`src/rtl/digit_demux4.sv`:
```
`default_nettype none
// ============================================================================
// Module   : digit_demux4
// Purpose  : Registered 1-to-4 nibble demultiplexer with double buffering.
//            Incoming nibbles land in a shadow bank; the shadow bank is
//            copied to the output bank on commit. The display therefore
//            never sees a half-updated frame.
// Ports    : clk          - system clock, rising edge
//            rst          - asynchronous active-high reset
//            wr_en_i      - write strobe, one nibble per cycle
//            wr_sel_i     - target channel in manual mode
//            wr_data_i    - nibble to write
//            auto_i       - 1: address from internal pointer, 0: wr_sel_i
//            ptr_clr_i    - resync pointer / force address 0
//            commit_i     - copy shadow bank to output bank
//            ch0_o..ch3_o - committed channel values
//            wr_ptr_o     - current internal pointer
//            pending_o    - shadow written since last commit
//            frame_done_o - one-cycle pulse following a commit edge
// Revision : 1.0 - initial release
// ============================================================================
module digit_demux4 (
  input  logic       clk,
  input  logic       rst,
  input  logic       wr_en_i,
  input  logic [1:0] wr_sel_i,
  input  logic [3:0] wr_data_i,
  input  logic       auto_i,
  input  logic       ptr_clr_i,
  input  logic       commit_i,
  output logic [3:0] ch0_o,
  output logic [3:0] ch1_o,
  output logic [3:0] ch2_o,
  output logic [3:0] ch3_o,
  output logic [1:0] wr_ptr_o,
  output logic       pending_o,
  output logic       frame_done_o
);

  localparam int unsigned NUM_CH = 4;
  localparam logic [1:0]  LAST_CH = 2'd3;

  logic [3:0] shadow_q [NUM_CH];
  logic [3:0] shadow_d [NUM_CH];
  logic [3:0] out_q    [NUM_CH];
  logic [3:0] out_d    [NUM_CH];
  logic [1:0] ptr_q, ptr_d;
  logic       pending_q, pending_d;
  logic       frame_done_q, frame_done_d;

  logic [1:0] w_addr;
  logic       w_do_commit;

  // ptr_clr overrides the address source in both modes.
  assign w_addr = ptr_clr_i ? 2'd0 : (auto_i ? ptr_q : wr_sel_i);

  // An auto write to the last channel closes the frame by itself. With
  // ptr_clr the address is 0, so a resync write never auto-commits.
  assign w_do_commit = commit_i | (wr_en_i & auto_i & (w_addr == LAST_CH));

  generate
    for (genvar i = 0; i < NUM_CH; i++) begin : g_ch
      always_comb begin
        shadow_d[i] = shadow_q[i];
        if (wr_en_i && (w_addr == i[1:0])) begin
          shadow_d[i] = wr_data_i;
        end
        // Copying the post-write shadow value forwards this cycle's write
        // straight to the output on a committing edge.
        out_d[i] = w_do_commit ? shadow_d[i] : out_q[i];
      end

      always_ff @(posedge clk or posedge rst) begin
        if (rst) begin
          shadow_q[i] <= 4'h0;
          out_q[i]    <= 4'h0;
        end else begin
          shadow_q[i] <= shadow_d[i];
          out_q[i]    <= out_d[i];
        end
      end
    end
  endgenerate

  always_comb begin
    ptr_d = ptr_q;
    if (ptr_clr_i && wr_en_i && auto_i) begin
      // The resync write itself consumed channel 0.
      ptr_d = 2'd1;
    end else if (ptr_clr_i) begin
      ptr_d = 2'd0;
    end else if (wr_en_i && auto_i) begin
      ptr_d = ptr_q + 2'd1;
    end

    pending_d = pending_q;
    if (w_do_commit) begin
      pending_d = 1'b0;
    end else if (wr_en_i) begin
      pending_d = 1'b1;
    end

    frame_done_d = w_do_commit;
  end

  always_ff @(posedge clk or posedge rst) begin
    if (rst) begin
      ptr_q        <= 2'd0;
      pending_q    <= 1'b0;
      frame_done_q <= 1'b0;
    end else begin
      ptr_q        <= ptr_d;
      pending_q    <= pending_d;
      frame_done_q <= frame_done_d;
    end
  end

  assign ch0_o        = out_q[0];
  assign ch1_o        = out_q[1];
  assign ch2_o        = out_q[2];
  assign ch3_o        = out_q[3];
  assign wr_ptr_o     = ptr_q;
  assign pending_o    = pending_q;
  assign frame_done_o = frame_done_q;

endmodule
`default_nettype wire

```
`config.mk`:
```
export PLATFORM = sky130hd
export DESIGN_NAME = digit_demux4
export DESIGN_NICKNAME = d
export VERILOG_FILES = /design/src/rtl/digit_demux4.sv
export SDC_FILE = /design/constraint.sdc
export NUM_CORES = 1
export LEC_CHECK = 0
export BUFFER_PORTS_ARGS = -buffer_cell sky130_fd_sc_hd__buf_2
export CAP_MARGIN = 15
export CORE_MARGIN = 4
export CORE_UTILIZATION = 40
export CTS_CLUSTER_SIZE = 28
export DETAILED_ROUTE_END_ITERATION = 7
export GPL_TIMING_DRIVEN = 0
export PLACE_DENSITY = 0.67
export SLEW_MARGIN = 10
export SYNTH_ARGS = -nofsm -noshare
export SYNTH_HDL_FRONTEND = slang
export SYNTH_SLANG_ARGS = --single-unit
```
`constraint.sdc`:
```
create_clock -name clk -period 1.89 [get_ports clk]
set_input_delay 0.189 -clock clk [delete_from_list [all_inputs] [get_ports clk]]
set_output_delay 0.189 -clock clk [all_outputs]
set_load 0.02 [all_outputs]
```
# Yosys cells after proc, flatten, opt, wreduce, memory -nomap -nowiden
# Index checks and enable logic that the tools add are counted.
word_totals:
  input_bits: 12
  elab_cells: 39
  reg_bits: 36
op_classes:
  n_addsub: 1
  eq_ne: 3
  n_mux: 11
  n_reduce_logical: 10
  bitwise_logic: 3
op_table:
  columns: ["cell", "count"]
  rows:
  - ["two-way mux 4 bit", 4]
  - ["two-way mux 2 bit", 5]
  - ["logical AND 1 bit", 7]
  - ["equality test 2 bit, second input constant", 2]
  - ["nonzero test 3 bit", 1]
  - ["adder 2 x 1 -> 2 bit, second input constant", 1]
  - ["AND 1 bit", 2]
  - ["equality test 2 x 1 -> 1 bit, second input constant", 1]
  - ["logical NOT 2 bit", 1]
  - ["two-way mux 1 bit", 2]
  - ["nonzero test 2 bit", 1]
  - ["bitwise OR 1 bit", 1]

# Longest topological paths before layout
depth:
  ltp_word: 6
  depth_mapped: 6
  depth_no_buf: 5

# Least setup slack after synthesis
# OpenSTA, ideal clock, no wires.
synth_timing:
  path_kind: "reg2reg"
  startpoint: "reg ptr_q[0], in the netlist wr_ptr_o[0]"
  endpoint: "reg out_q, in the netlist ch3_o[0]"
  setup_ns: 0.125
  synth_period_minus_slack_ns: 2.017
  stages_incl_launch_ff: 5
  arrival_time_ns: 1.892
  path_slack_ns: -0.127
  cell_sequence: "dfrtp_1 -> mux2i_1 -> nor4b_1 -> mux2_2 -> mux2_2"
synth_lines:
  columns: ["element", "line", "source"]
  rows:
  - ["start: declaration", "47", "logic [1:0] ptr_q, ptr_d;"]
  - ["start signal: assignment", "112", "ptr_q <= ptr_d;"]
  - ["end signal: indexed assignment", "79", "out_q[i] <= out_d[i];"]
  - ["end: declaration", "45", "logic [3:0] out_q [NUM_CH];"]

==> results by group <==
Logic synthesis
  • Simple-gate share of the synthesized area: under 10%
  • Arithmetic-cell share of the synthesized area counting full adders, half adders and majority gates: 0%
  • Mux cell area share after synthesis: 21.0%
  • Combinational family with the most area after synthesis: multiplexers
  • Cell count after synthesis: 107
  • Synthesis warning total: 0
  • Post-synthesis area per instance: 13.4 um^2
  • Total standard cell area after synthesis: 0.00143 mm^2
  • Proportion of synthesized chip area in sequential cells: roughly 63%
  • Seq cells post-synth: 36
  • Top cells by area in the synthesized netlist: sky130_fd_sc_hd__dfrtp_1 63%, sky130_fd_sc_hd__mux2_2 20%, sky130_fd_sc_hd__o21ai_0 2.8%
  • Fraction of post-synthesis cell area in the top cell type by area: 62.8%
  • Synth Area in Compound Gates: around 7.2%
  • Library cells used by synthesis: 19
  • Leading area contributor after synthesis: sky130_fd_sc_hd__dfrtp_1
  • Syn Nets: 119
  • Xor/xnor share of the synthesized area: 1.22%

Drt
  • Via total after detailed routing: approximately 1000
  • Drt pass-1 iters: 4
  • Number of DRC markers after the initial detailed-route iteration: 66
  • DRC violation count after routing: 0
  • Total wirelength of the detailed-routed design: 2860 um
  • Detailed-route vias per instance: ~5.0
  • WL per Instance: 14.6 um
  • Final antenna-violating net count: 0

Critical path
  • Worst Path Required: 2.12 ns
  • Count of cells along the worst register-to-register path: 4
  • Arrival time at the worst endpoint: 2.12 ns
  • WP buf/inv: 0
  • Crit-path cells: mux2_4 -> or4b_4 -> mux2_2 -> mux2_2
  • Source of the worst register-to-register timing path: wr_ptr_o[1]
  • Worst path max stage delay: between 0.5 and 0.6 ns
  • Cell occurring most often along the worst timing path: sky130_fd_sc_hd__mux2_2
  • Crit path kind: reg -> reg
  • Critical Path End Type: flip-flop
  • Category of cells accounting for the largest share of critical-path delay: multiplexers
  • Worst flop-to-flop path endpoint: ch1_o[0]
  • End point of the critical path: ch1_o[0]
  • Peak fanout along the critical path: 4
  • Launch point of the critical path: wr_ptr_o[1]
  • Cell count along the critical path: 4
  • Flop-to-flop setup slack: 0.005 ns
  • Setup crit start kind: flip-flop
  • Cell with the largest stage delay on the worst path: sky130_fd_sc_hd__or4b_4

Pwr
  • Maximum VDD drop: roughly 580 uV
  • Share of total power in combinational logic: between 20 and 30%
  • Power per cell area: 1170 mW/mm^2
  • Static Leak: about 0.83 nW
  • Overall power after layout: 2.08 mW
  • Internal Pwr Total: between 1 and 1.5 mW
  • Net switching component of the power: approximately 660 uW
  • Register share of total power: 50.5%
  • Switching part of the total power: 31.8%
  • Clk network pwr share: 20.8%

Timing
  • Fin crit period: 1.88 ns
  • Setup-violating endpoint count in the final report: 0
  • Transition time of the tightest slew-check pin: 0.726 ns
  • Max Clock Skew: 0.0157 ns
  • Highest clock rate: 531 MHz
  • Final period util: approximately 100%
  • Final count of pins violating max slew: 0
  • Worst rel slew slack: 51.5%
  • Tightest hold margin: 0.130 ns
  • Setup repair after global routing missed its margin: yes
  • Hold Violations, Final: 0

Die
  • Starting density of the core: 42.3%
  • Die height: roughly 68 um
  • Die boundary width: 67.9 um
  • Placeable Area: 0.00339 mm^2
  • Cell row count: 21
  • Die area: 0.00461 mm^2
  • Ports: 32

Clock network
  • CTS tree: built
  • H-tree depth: 2
  • Number of buffers inserted during clock tree synthesis: 5
  • Insertion delay to the later sink of the worst-skew pair: around 0.34 ns
  • Reg clk slew, reported paths: around 0.11 ns
  • Deepest clock path buffer count: 2
  • Sink count of the clock tree: 36
  • Root buf cell: sky130_fd_sc_hd__clkbuf_4

Placement
  • Input/output buffers: 31
  • Weighted congestion at the end of routability-driven global placement: 0.765
  • Estimated wirelength of the detail-placed design: 2000 um

Finish
  • Fraction of layout instances using a drive strength above 1: 50.0%
  • Nets@finish: ~160
  • Synth-to-layout area growth: 23.6%
  • Number of inserted diodes: 0

Min path
  • Class of the worst hold path: in -> reg

Global route
  • Largest net degree at the start of global routing: 37
  • Total grt overflow: 0
  • Vias in the first global route: 984
  • Number of antenna violations at the first check in global routing: 0
  • Global-route wire length before repair: 5000 um
  • Combined global-route utilization of all metal layers: 15.1%

Job
  • Max cap viols: 0

Status
  • Result of the run: finished, final reports clean
## area by class of cell
cell class | count | area [um^2]
fill | 312 | 1620
sequential | 36 | 902
multi-input combinational | 67 | 547
timing repair buffer | 35 | 188
tap | 46 | 57.6
clock buffer | 7 | 55.1
inverter | 3 | 11.3
clock inverter | 1 | 7.51
buffer | 1 | 5.00
## state kept, by name, indices dropped and copies added, names as in the netlist
signal and flops:
ch0_o 4, ch2_o 4, shadow_q 16, frame_done_o 1, ch1_o 4, ch3_o 4
pending_o 1, wr_ptr_o 2
## kinds of logic after synthesis
group,Yosys count
compound gates,19
xor+xnor,2
buf+inv,4
flops,36
mux,27
simple gates,19
## worst min-delay path, cell delays in order
cell,delay [ns]
sky130_fd_sc_hd__buf_2,0.13
sky130_fd_sc_hd__nand2_1,0.05
sky130_fd_sc_hd__o21ai_0,0.07
## worst min path at each step
stage                             from            to  slack (ns)  cells past startpoint
after floorplan              ptr_clr_i   wr_ptr_o[1]        0.25                      1
after global placement       ptr_clr_i   wr_ptr_o[1]        0.46                      2
after detailed placement           rst      ch2_o[1]        0.36                      2
after CTS                    ptr_clr_i   wr_ptr_o[1]         0.1                      2
after global routing         ptr_clr_i   wr_ptr_o[1]        0.12                      2
final                     wr_data_i[0]  shadow_q[12]        0.13                      3
## layer usage
layer | track usage [%] | part of all wire (%) | vias up
li1 | - | - | 469
met1 | 22.1 | 47 | 472
met2 | 20.4 | 44 | 32
met3 | 5.58 | 6.9 | 7
met4 | 5.21 | 1.8 | 0
met5 | 0 | 0 | -
## cells in the final DEF (no fill, tap or decap)
| cell type | n |
|---|---|
| sky130_fd_sc_hd__a21oi_1 | 4 |
| sky130_fd_sc_hd__a31oi_1 | 4 |
| sky130_fd_sc_hd__a31oi_2 | 1 |
| sky130_fd_sc_hd__and3_2 | 1 |
| sky130_fd_sc_hd__buf_2 | 32 |
| sky130_fd_sc_hd__buf_4 | 3 |
| sky130_fd_sc_hd__clkbuf_1 | 1 |
| sky130_fd_sc_hd__clkbuf_4 | 5 |
| sky130_fd_sc_hd__clkbuf_8 | 1 |
| sky130_fd_sc_hd__clkinvlp_4 | 1 |
| sky130_fd_sc_hd__dfrtp_1 | 35 |
| sky130_fd_sc_hd__dfrtp_2 | 1 |
| sky130_fd_sc_hd__dlygate4sd3_1 | 1 |
| sky130_fd_sc_hd__inv_1 | 1 |
| sky130_fd_sc_hd__inv_2 | 2 |
| sky130_fd_sc_hd__mux2_2 | 24 |
| sky130_fd_sc_hd__mux2_4 | 1 |
| sky130_fd_sc_hd__mux2i_1 | 1 |
| sky130_fd_sc_hd__mux2i_2 | 1 |
| sky130_fd_sc_hd__nand2_1 | 6 |
| sky130_fd_sc_hd__nand4_1 | 1 |
| sky130_fd_sc_hd__nor2_1 | 8 |
| sky130_fd_sc_hd__nor2b_1 | 1 |
| sky130_fd_sc_hd__nor4b_4 | 1 |
| sky130_fd_sc_hd__o21a_1 | 1 |
| sky130_fd_sc_hd__o21ai_0 | 8 |
| sky130_fd_sc_hd__o21ai_1 | 1 |
| sky130_fd_sc_hd__or4b_4 | 1 |
| sky130_fd_sc_hd__xnor2_1 | 2 |
## power by group through the flow
stage	Combinational, mW	Clock, mW	Sequential (mW)
floorplan	0.249	0	1.21
detailed placement	0.591	0	1.07
CTS	0.600	0.444	1.05
global placement	0.577	0	1.06
finish	0.598	0.431	1.05
global route	0.649	0.493	1.08
## cells in the mapped netlist
cell type and count:
sky130_fd_sc_hd__or4b_4 1, sky130_fd_sc_hd__o21ai_1 1, sky130_fd_sc_hd__nor4b_1 1, sky130_fd_sc_hd__dfrtp_1 36, sky130_fd_sc_hd__o21a_1 1, sky130_fd_sc_hd__nor2b_1 1
sky130_fd_sc_hd__buf_1 1, sky130_fd_sc_hd__a21oi_1 4, sky130_fd_sc_hd__a31oi_1 5, sky130_fd_sc_hd__mux2i_1 2, sky130_fd_sc_hd__and3_2 1, sky130_fd_sc_hd__inv_2 1
sky130_fd_sc_hd__mux2_2 25, sky130_fd_sc_hd__nand2_1 6, sky130_fd_sc_hd__nand4_1 1, sky130_fd_sc_hd__xnor2_1 2, sky130_fd_sc_hd__o21ai_0 8, sky130_fd_sc_hd__inv_1 2
sky130_fd_sc_hd__nor2_1 8
## stage by stage
| stage | std cells | util, % | instance area, um^2 | setup slack, ns | TNS, ns |
|---|---|---|---|---|---|
| floorplan | 107 | - | 1450 | -0.0154 | -0.0615 |
| global placement | 184 | 48.9 | 1660 | -0.0610 | -0.271 |
| detailed placement | 184 | 48.9 | 1660 | -0.0952 | -0.476 |
| CTS | 195 | 51.7 | 1750 | -0.00553 | -0.00687 |
| global route | 196 | 52.3 | 1770 | -0.0471 | -0.135 |
| finish | 196 | 52.3 | 1770 | 0.00516 | 0 |
## timing repair
action	CTS	global route
setup endpoints to repair	9	12
setup buffers	2	1
hold buffers	1	0
hold endpoints to repair	36	0
pin swaps	0	1
gates resized for setup	2	2
gates cloned	0	0
(Power assumes the default switching activity.)
